File: src/rtl/calc_pkg.sv
// Shared opcodes, default widths and FSM state encoding for the calculator input front end.
package calc_pkg;

    localparam int DATA_W_DEF = 3;
    localparam int OP_W_DEF   = 2;

    localparam logic [1:0] OP_XOR = 2'd0;
    localparam logic [1:0] OP_AND = 2'd1;
    localparam logic [1:0] OP_SUB = 2'd2;
    localparam logic [1:0] OP_ADD = 2'd3;

    typedef enum logic [1:0] {
        IDLE = 2'd0,
        WAIT = 2'd1,
        HOLD = 2'd2
    } state_e;

endpackage

File: src/rtl/calc_debounce.sv
// Two-flop synchronizer and counter debouncer for a raw push-button.
// Also produces a one-cycle pulse on each debounced rising edge.
module calc_debounce #(
    parameter int DEBOUNCE_CYCLES = 16
) (
    input  logic clk,
    input  logic rst,
    input  logic btn_raw,
    output logic btn_db,
    output logic btn_rise
);

    localparam int CW = $clog2(DEBOUNCE_CYCLES + 1);

    logic          sync1_q, sync2_q;
    logic          db_q, db_d;
    logic          rise_q, rise_d;
    logic [CW-1:0] cnt_q, cnt_d;

    always_comb begin
        db_d   = db_q;
        cnt_d  = cnt_q;
        rise_d = 1'b0;
        if (sync2_q != db_q) begin
            if (cnt_q == CW'(DEBOUNCE_CYCLES - 1)) begin
                db_d   = sync2_q;
                cnt_d  = '0;
                rise_d = sync2_q;
            end else if (cnt_q != CW'(DEBOUNCE_CYCLES)) begin
                cnt_d = cnt_q + CW'(1);
            end
        end else begin
            cnt_d = '0;
        end
    end

    // NOTE: non-blocking assignments so each sync stage captures the previous stage's old value.
    always_ff @(posedge clk) begin
        if (rst) begin
            sync1_q <= 1'b0;
            sync2_q <= 1'b0;
            db_q    <= 1'b0;
            rise_q  <= 1'b0;
            cnt_q   <= '0;
        end else begin
            sync1_q <= btn_raw;
            sync2_q <= sync1_q;
            db_q    <= db_d;
            rise_q  <= rise_d;
            cnt_q   <= cnt_d;
        end
    end

    assign btn_db   = db_q;
    assign btn_rise = rise_q;

endmodule

File: src/rtl/calc_input_ctrl.sv
// Front end for calculator_fpga: debounced go button, operand capture, go handshake,
// result latch and timeout detection for a calculator that never reports done.
module calc_input_ctrl
    import calc_pkg::*;
#(
    parameter int DEBOUNCE_CYCLES = 16,
    parameter int TIMEOUT_CYCLES  = 64,
    parameter int DATA_W          = DATA_W_DEF,
    parameter int OP_W            = OP_W_DEF
) (
    input  logic              clk,
    input  logic              rst,
    input  logic              btn_go,
    input  logic [OP_W-1:0]   sw_op,
    input  logic [DATA_W-1:0] sw_in1,
    input  logic [DATA_W-1:0] sw_in2,
    input  logic              calc_done,
    input  logic [DATA_W-1:0] calc_out,
    output logic              go,
    output logic [OP_W-1:0]   op,
    output logic [DATA_W-1:0] in1,
    output logic [DATA_W-1:0] in2,
    output logic [DATA_W-1:0] result,
    output logic              result_valid,
    output logic              timeout,
    output logic              busy
);

    localparam int TW = $clog2(TIMEOUT_CYCLES + 1);

    logic btn_db, press;

    calc_debounce #(
        .DEBOUNCE_CYCLES(DEBOUNCE_CYCLES)
    ) u_debounce (
        .clk     (clk),
        .rst     (rst),
        .btn_raw (btn_go),
        .btn_db  (btn_db),
        .btn_rise(press)
    );

    state_e            state_q, state_d;
    logic              go_q, go_d;
    logic [OP_W-1:0]   op_q, op_d;
    logic [DATA_W-1:0] in1_q, in1_d;
    logic [DATA_W-1:0] in2_q, in2_d;
    logic [DATA_W-1:0] result_q, result_d;
    logic              result_valid_q, result_valid_d;
    logic              timeout_q, timeout_d;
    logic              busy_q, busy_d;
    logic [TW-1:0]     tmo_cnt_q, tmo_cnt_d;

    // NOTE: every _d starts from its _q so no path through this block can infer a latch.
    always_comb begin
        state_d        = state_q;
        go_d           = go_q;
        op_d           = op_q;
        in1_d          = in1_q;
        in2_d          = in2_q;
        result_d       = result_q;
        result_valid_d = result_valid_q;
        timeout_d      = timeout_q;
        tmo_cnt_d      = tmo_cnt_q;

        case (state_q)
            IDLE: begin
                if (press) begin
                    op_d           = sw_op;
                    in1_d          = sw_in1;
                    in2_d          = sw_in2;
                    go_d           = 1'b1;
                    result_valid_d = 1'b0;
                    timeout_d      = 1'b0;
                    tmo_cnt_d      = '0;
                    state_d        = WAIT;
                end
            end
            WAIT: begin
                if (tmo_cnt_q != TW'(TIMEOUT_CYCLES)) begin
                    tmo_cnt_d = tmo_cnt_q + TW'(1);
                end
                // A done arriving on the final timeout cycle still counts as success.
                if (calc_done) begin
                    go_d           = 1'b0;
                    result_d       = calc_out;
                    result_valid_d = 1'b1;
                    state_d        = HOLD;
                end else if (tmo_cnt_q == TW'(TIMEOUT_CYCLES - 1)) begin
                    go_d      = 1'b0;
                    timeout_d = 1'b1;
                    state_d   = HOLD;
                end
            end
            HOLD: begin
                // Wait for release so a held button cannot auto-repeat.
                if (!btn_db) begin
                    state_d = IDLE;
                end
            end
            default: begin
                go_d    = 1'b0;
                state_d = IDLE;
            end
        endcase

        busy_d = (state_d != IDLE);
    end

    always_ff @(posedge clk) begin
        if (rst) begin
            state_q        <= IDLE;
            go_q           <= 1'b0;
            op_q           <= '0;
            in1_q          <= '0;
            in2_q          <= '0;
            result_q       <= '0;
            result_valid_q <= 1'b0;
            timeout_q      <= 1'b0;
            busy_q         <= 1'b0;
            tmo_cnt_q      <= '0;
        end else begin
            state_q        <= state_d;
            go_q           <= go_d;
            op_q           <= op_d;
            in1_q          <= in1_d;
            in2_q          <= in2_d;
            result_q       <= result_d;
            result_valid_q <= result_valid_d;
            timeout_q      <= timeout_d;
            busy_q         <= busy_d;
            tmo_cnt_q      <= tmo_cnt_d;
        end
    end

    assign go           = go_q;
    assign op           = op_q;
    assign in1          = in1_q;
    assign in2          = in2_q;
    assign result       = result_q;
    assign result_valid = result_valid_q;
    assign timeout      = timeout_q;
    assign busy         = busy_q;

endmodule

File: config.mk
export PLATFORM = sky130hd
export DESIGN_NAME = calc_input_ctrl
export DESIGN_NICKNAME = d
export VERILOG_FILES = /design/src/rtl/calc_pkg.sv /design/src/rtl/calc_debounce.sv /design/src/rtl/calc_input_ctrl.sv
export SDC_FILE = /design/constraint.sdc
export NUM_CORES = 1
export LEC_CHECK = 0
export ABC_CLOCK_PERIOD_IN_PS = 2450
export CORE_UTILIZATION = 52
export CTS_BUF_LIST = sky130_fd_sc_hd__clkbuf_8
export CTS_CLUSTER_SIZE = 30
export DETAILED_ROUTE_END_ITERATION = 10
export GPL_ROUTABILITY_DRIVEN = 0
export HOLD_SLACK_MARGIN = 0.06
export PLACE_DENSITY = 0.78
export SKIP_CTS_REPAIR_TIMING = 1
export SLEW_MARGIN = 10
export SYNTH_ARGS = -nofsm -noshare
export SYNTH_HDL_FRONTEND = slang
export SYNTH_HIERARCHICAL = 1
export SYNTH_SLANG_ARGS = --single-unit
File: constraint.sdc
create_clock -name clk -period 2.45 [get_ports clk]
set_clock_uncertainty 0.2 [all_clocks]
set_input_delay 0.49 -clock clk [delete_from_list [all_inputs] [get_ports clk]]
set_output_delay 0.49 -clock clk [all_outputs]
set_load 0.01 [all_outputs]
==> results.yml, run 1 <==
cells_and_area:
  multi_input_area_um2: 682
  nFillCells: 195
  num_antenna_cells: 0
  layout-drive-gt1-share: 0.0833
  nNetsFinal: 211
  syn_to_final_growth_pct: 31.1
  seq_area_um2: 661
sta:
  tns_ns: 0
  tightestPinTransition_ns: 0.638
  grt_setup_unrepaired: "no"
  post-route-period-util: 0.764
  min_period_ns: 1.87
  fmax_mhz: 535
  final_hold_viol_count: 0
  finalMaxSlewViolations: 0
  worst_slack_ns: 0.579
  slew_headroom: 0.573
  setup_viol: 0
worst_hold_path:
  worstHoldPathType: "flip-flop to flip-flop"
setup_path:
  required_ns: 1.76
  critPathMaxFanout: 3
  crit_chain: "clkdlybuf4s50_1"
  crit_path_top_delay_cell: "clkdlybuf4s50_1"
  crit_family: "buffers and inverters"
  critPathArrivalTime_ns: 1.18
  slowest_delay_ns: 0.55
  start_kind: "flip-flop"
  cp.buffers_inverters: 1
  path_class: "flip-flop to primary output"
  end_kind: "primary output"
die:
  dieArea_um2: 2890
  rows: 18
  initial_core_util: 0.557
  core_area_um2: 2500
  pin_count: 30
  dieHeight_um: 53.7
  die_x_um: 53.7
yosys:
  synth_ff_type: "dfxtp_1"
  syn-num-nets: 176
  synth-simple-area-share: 0.255
  synth_top_family_by_area: "simple AND/OR/NAND/NOR gates"
  synth-xor-area-share: 0.0504
  synth_edf_count: 0
  synth_top_cell_by_area: "dfxtp_1"
  yosysWarnings: 6
  synth_top_area_share: 0.475
  yosysMostFrequentCell: "dfxtp_1"
  syn-mean-instance-area_um2: 8.92
  syn-cell-area_um2: 1390
  ys_ff_latch: 33
  yosys-top-cells-area: "dfxtp_1 (47%), a21oi_1 (6.8%), nand2_1 (5.9%)"
  async_reset_ff_frac: 0
  ys_seq_area_frac: 0.475
  synth_mux_area_frac: 0.0216
  synth_cell_types: 35
  synth_compound_area_frac: 0.118
  netlist_instances: 156
  synth_fa_ha_area_frac: 0.0450
  yosys-top-cells-count: "dfxtp_1 (33), nand2_1 (22), a21oi_1 (19), nor2_1 (13), inv_1 (10)"
drt:
  drt_wl_total_um: 2690
  firstDrtPassIters: 4
  ant_nets: 0
  drc: 0
  drt_iter0_drc: 9
  post_drt_wl_per_cell_um: 12.1
  avgViaCountPerCell: 5.26
  vias: 1168
power_and_ir_drop:
  leakage_nw: 0.639
  power_density_nw_per_um2: 556
  peakVddDrop_mv: 0.574
global_route:
  grt_usage: 0.204
  antenna_found_initial: 0
  grt_pass1_vias: 967
  grt_max_degree: 16
  grt_pass1_wl_um: 4080
  grt_overflow: 0
clock_tree:
  ctsLongestPathBuffers: 2
  clock-sinks: 33
  path_clk_slew_ns: 0.06
  cts_tree: "done"
  cts_root_buffer: "clkbuf_8"
  clkLatencyLatePin_ns: 0.27
  numCtsBuffers: 5
  htree_levels: 2
placement:
  place_hpwl_um: 1980
  place.port_buffers: 29
  place_ws_ns: 0.417
job:
  drv_cap: 0
run_status:
  status: "complete, no violations"
final cells by class:
| type | count | share of cell area |
|---|---|---|
| flip-flops and latches | 33 | 0.362 |
| clock buffers | 7 | 0.0528 |
| multi-input cells | 110 | 0.374 |
| inverters | 10 | 0.0206 |
| clock inverters | 1 | 0.00274 |
| well taps | 30 | 0.0206 |
| repair buffers | 31 | 0.167 |
metrics by stage:
stage	instance area [µm²]	utilization	cells	power, W	hold slack (ns)
floorplan	1390	-	156	0.000563	0.214
global placement	1720	0.689	214	0.000592	0.238
detailed placement	1720	0.689	214	0.000593	0.246
CTS	1820	0.730	222	0.00103	0.255
global route	1820	0.730	222	0.00105	0.267
finish	1820	0.730	222	0.00101	0.252
cells in the final DEF, fill, tap and decap left out, types with 2 or more instances in the layout:
cell type | Yosys | final
clkdlybuf4s50_1 | 0 | 29
nor2_1 | 13 | 13
nand3b_1 | 3 | 3
o21ai_0 | 2 | 2
buf_4 | 0 | 2
a21oi_1 | 19 | 19
xor2_1 | 3 | 3
nand2b_1 | 4 | 4
mux2i_1 | 3 | 3
xnor2_1 | 5 | 5
clkbuf_8 | 0 | 7
inv_1 | 10 | 10
nand3_1 | 8 | 8
dfxtp_1 | 33 | 33
ha_1 | 5 | 5
nor2b_1 | 3 | 3
nand2_1 | 22 | 22
per-layer routing:
layer  share of wire  global-route usage  vias up  wire length (µm)
li1                -                   -      599                 -
met1            0.45               0.236      535              1220
met2            0.47               0.325       27              1270
met3           0.052              0.0593        7               140
met4           0.023               0.136        0                63
met5               0                   0        -                 0
power breakdown:
part           switching (W)  internal (W)
logic              0.0000146     0.0000263
registers         0.00000114      0.000539
clock network       0.000180      0.000253
total               0.000195      0.000818
cells by family (layout without fill, tap and decap cells):
kind of cell | Yosys count | in the layout
buf+inv | 13 | 49
flops | 33 | 33
compound gates | 28 | 28
fa+ha+maj | 5 | 5
simple gates | 66 | 66
mux | 3 | 3
xor+xnor | 8 | 8
final timing paths:
check          startpoint       to  slack (ns)  cells past startpoint
max               timeout  timeout        0.58                      1
min                in2[1]   in2[1]        0.25                      2
max reg2reg  tmo_cnt_q[1]  timeout        0.59                      5
min reg2reg        in2[1]   in2[1]        0.25                      2
flip-flops by register name, indices dropped and copies added, names as in the netlist, 2 cells and up:
name / flops
in2: 3
result: 3
in1: 3
u_debounce/cnt_q: 5
op: 2
state_q: 2
tmo_cnt_q: 7
Power figures use the tool's default switching activity.
==> run 2: changes to the inputs <==
Settings changed: ABC_CLOCK_PERIOD_IN_PS 2450 to 1900.
Clock period 2.45 ns to 1.9 ns, I/O delays scaled along.
==> run 2 against run 1 <==
- first-iteration DRC count rose by 44%
- register-to-register slack got worse by 0.51 ns
- design area rose by 2.4%
- critical path depth rose by 4
- die area did not move
- highest routed layer unchanged
- sequential cell count did not move
==> results.yml, run 2 (synthesis results as in run 1) <==
run_status:
  status: "complete, no violations"
setup_path:
  cp.buffers_inverters: 0
  crit_path_top_delay_cell: "or3_4"
  required_ns: 1.91
  crit_chain: "ha_1 -> and3_1 -> ha_1 -> or3_4 -> nor3_2"
  critPathMaxFanout: 5
  crit_family: "simple AND/OR/NAND/NOR gates"
  cpMostUsedCell: "ha_1"
  start_kind: "flip-flop"
  end_kind: "flip-flop"
  slowest_delay_ns: 0.43
  critPathArrivalTime_ns: 1.83
  path_class: "flip-flop to flip-flop"
global_route:
  grt_pass1_wl_um: 4460
  grt_overflow: 0
  grt_usage: 0.220
  grt_max_degree: 19
  antenna_found_initial: 0
  grt_pass1_vias: 1108
clock_tree:
  numCtsBuffers: 5
  cts_root_buffer: "clkbuf_8"
  clkLatencyLatePin_ns: 0.28
  ctsLongestPathBuffers: 2
  htree_levels: 2
  path_clk_slew_ns: 0.07
  clock-sinks: 33
  cts_tree: "done"
sta:
  tns_ns: 0
  slew_headroom: 0.762
  fmax_mhz: 551
  tightestPinTransition_ns: 0.354
  grt_setup_unrepaired: "no"
  finalMaxSlewViolations: 0
  post-route-period-util: 0.956
  min_period_ns: 1.82
  setup_viol: 0
  final_hold_viol_count: 0
  worst_slack_ns: 0.0841
power_and_ir_drop:
  finalPower_w: 0.00132
  leakage_nw: 0.656
  switching_share: 0.198
  seqPwrFrac: 0.528
  p_int_w: 0.00106
  power_density_nw_per_um2: 705
  peakVddDrop_mv: 0.714
  p_comb_frac: 0.042
  netSwitchingPower_w: 0.000260
  p_clk_frac: 0.430
placement:
  place_ws_ns: 0.0690
  placed_cells_incl_taps: 218
  place.port_buffers: 29
  place_hpwl_um: 2090
  placed_cell_area_um2: 1750
cells_and_area:
  top_register: "tmo_cnt_q"
  layout_common_cells: "dfxtp_1 (33), clkdlybuf4s50_1 (29), nand2_1 (22)"
  largest_register_ffs: 7
  nFillCells: 189
  final_common_cell: "dfxtp_1"
  layout-drive-gt1-share: 0.117
  reg_top3: "tmo_cnt_q x7, u_debounce/cnt_q x5"
  num_antenna_cells: 0
  fin_cells: 226
  fin_area_um2: 1870
  syn_to_final_growth_pct: 34.3
  nNetsFinal: 215
drt:
  avgViaCountPerCell: 5.35
  drc: 0
  firstDrtPassIters: 4
  post_drt_wl_per_cell_um: 12.6
  drt_iter0_drc: 13
  vias: 1210
  ant_nets: 0
  drt_wl_total_um: 2840
die:
  initial_core_util: 0.557
  die_x_um: 53.7
  dieArea_um2: 2890
  core_area_um2: 2500
  pin_count: 30
  rows: 18
  dieHeight_um: 53.7
job:
  drv_cap: 0
worst_hold_path:
  worstHoldPathType: "flip-flop to flip-flop"
[run 2: cell types whose count changed in the layout (fill, tap and decap cells not counted)]
| cell | change |
|---|---|
| nand3_2 | +1 |
| buf_4 | +4 |
| a221oi_2 | +1 |
| ha_2 | +1 |
| ha_1 | -1 |
| nand3_1 | -1 |
| a221oi_1 | -1 |
[run 2: power by group through the flow]
stage	Clock, W	Combinational (W)	Sequential [W]
floorplan	0	0.0000150	0.000711
global placement	0	0.0000538	0.000711
detailed placement	0	0.0000543	0.000711
CTS	0.000583	0.0000549	0.000696
global route	0.000609	0.0000589	0.000695
finish	0.000566	0.0000552	0.000696
[run 2: metal layers]
| metal | track usage | part of all wire | up-vias | wire length (µm) |
|---|---|---|---|---|
| met4 | 0.132 | 0.020 | 0 | 56 |
| met3 | 0.0678 | 0.058 | 8 | 165 |
| met1 | 0.236 | 0.43 | 558 | 1220 |
| met5 | 0 | 0 | - | 0 |
| li1 | - | - | 609 | - |
| met2 | 0.374 | 0.49 | 35 | 1390 |
[run 2: area by class of cell]
cell class / instances / area [µm²] / area share
Multi-Input combinational cell: 110 / 696 / 0.372
Sequential cell: 33 / 661 / 0.354
Timing Repair Buffer: 35 / 335 / 0.180
Clock buffer: 7 / 96.3 / 0.0516
Inverter: 10 / 37.5 / 0.0201
Tap cell: 30 / 37.5 / 0.0201
Clock inverter: 1 / 5.00 / 0.00268
[run 2: worst register-to-register path: cells and delay by family (launching register included)]
family,cells,cell delay (ns)
DFF,1,0.33
and+or+nand+nor,3,0.80
adders and majority gates,2,0.42
[run 2: path summary, 6_finish.rpt]
check,start,cells after the start,to,slack (ns)
setup / recovery,u_debounce/cnt_q[0],5,u_debounce/cnt_q[2],0.08
hold / removal,u_debounce/sync1_q,1,u_debounce/sync2_q,0.25
setup reg to reg,u_debounce/cnt_q[0],5,u_debounce/cnt_q[2],0.08
hold reg to reg,u_debounce/sync1_q,1,u_debounce/sync2_q,0.25
[run 2: stage by stage]
| stage | utilization | hold slack [ns] |
|---|---|---|
| floorplan | - | 0.214 |
| global placement | 0.701 | 0.238 |
| detailed placement | 0.701 | 0.248 |
| CTS | 0.742 | 0.256 |
| global route | 0.747 | 0.272 |
| finish | 0.747 | 0.253 |
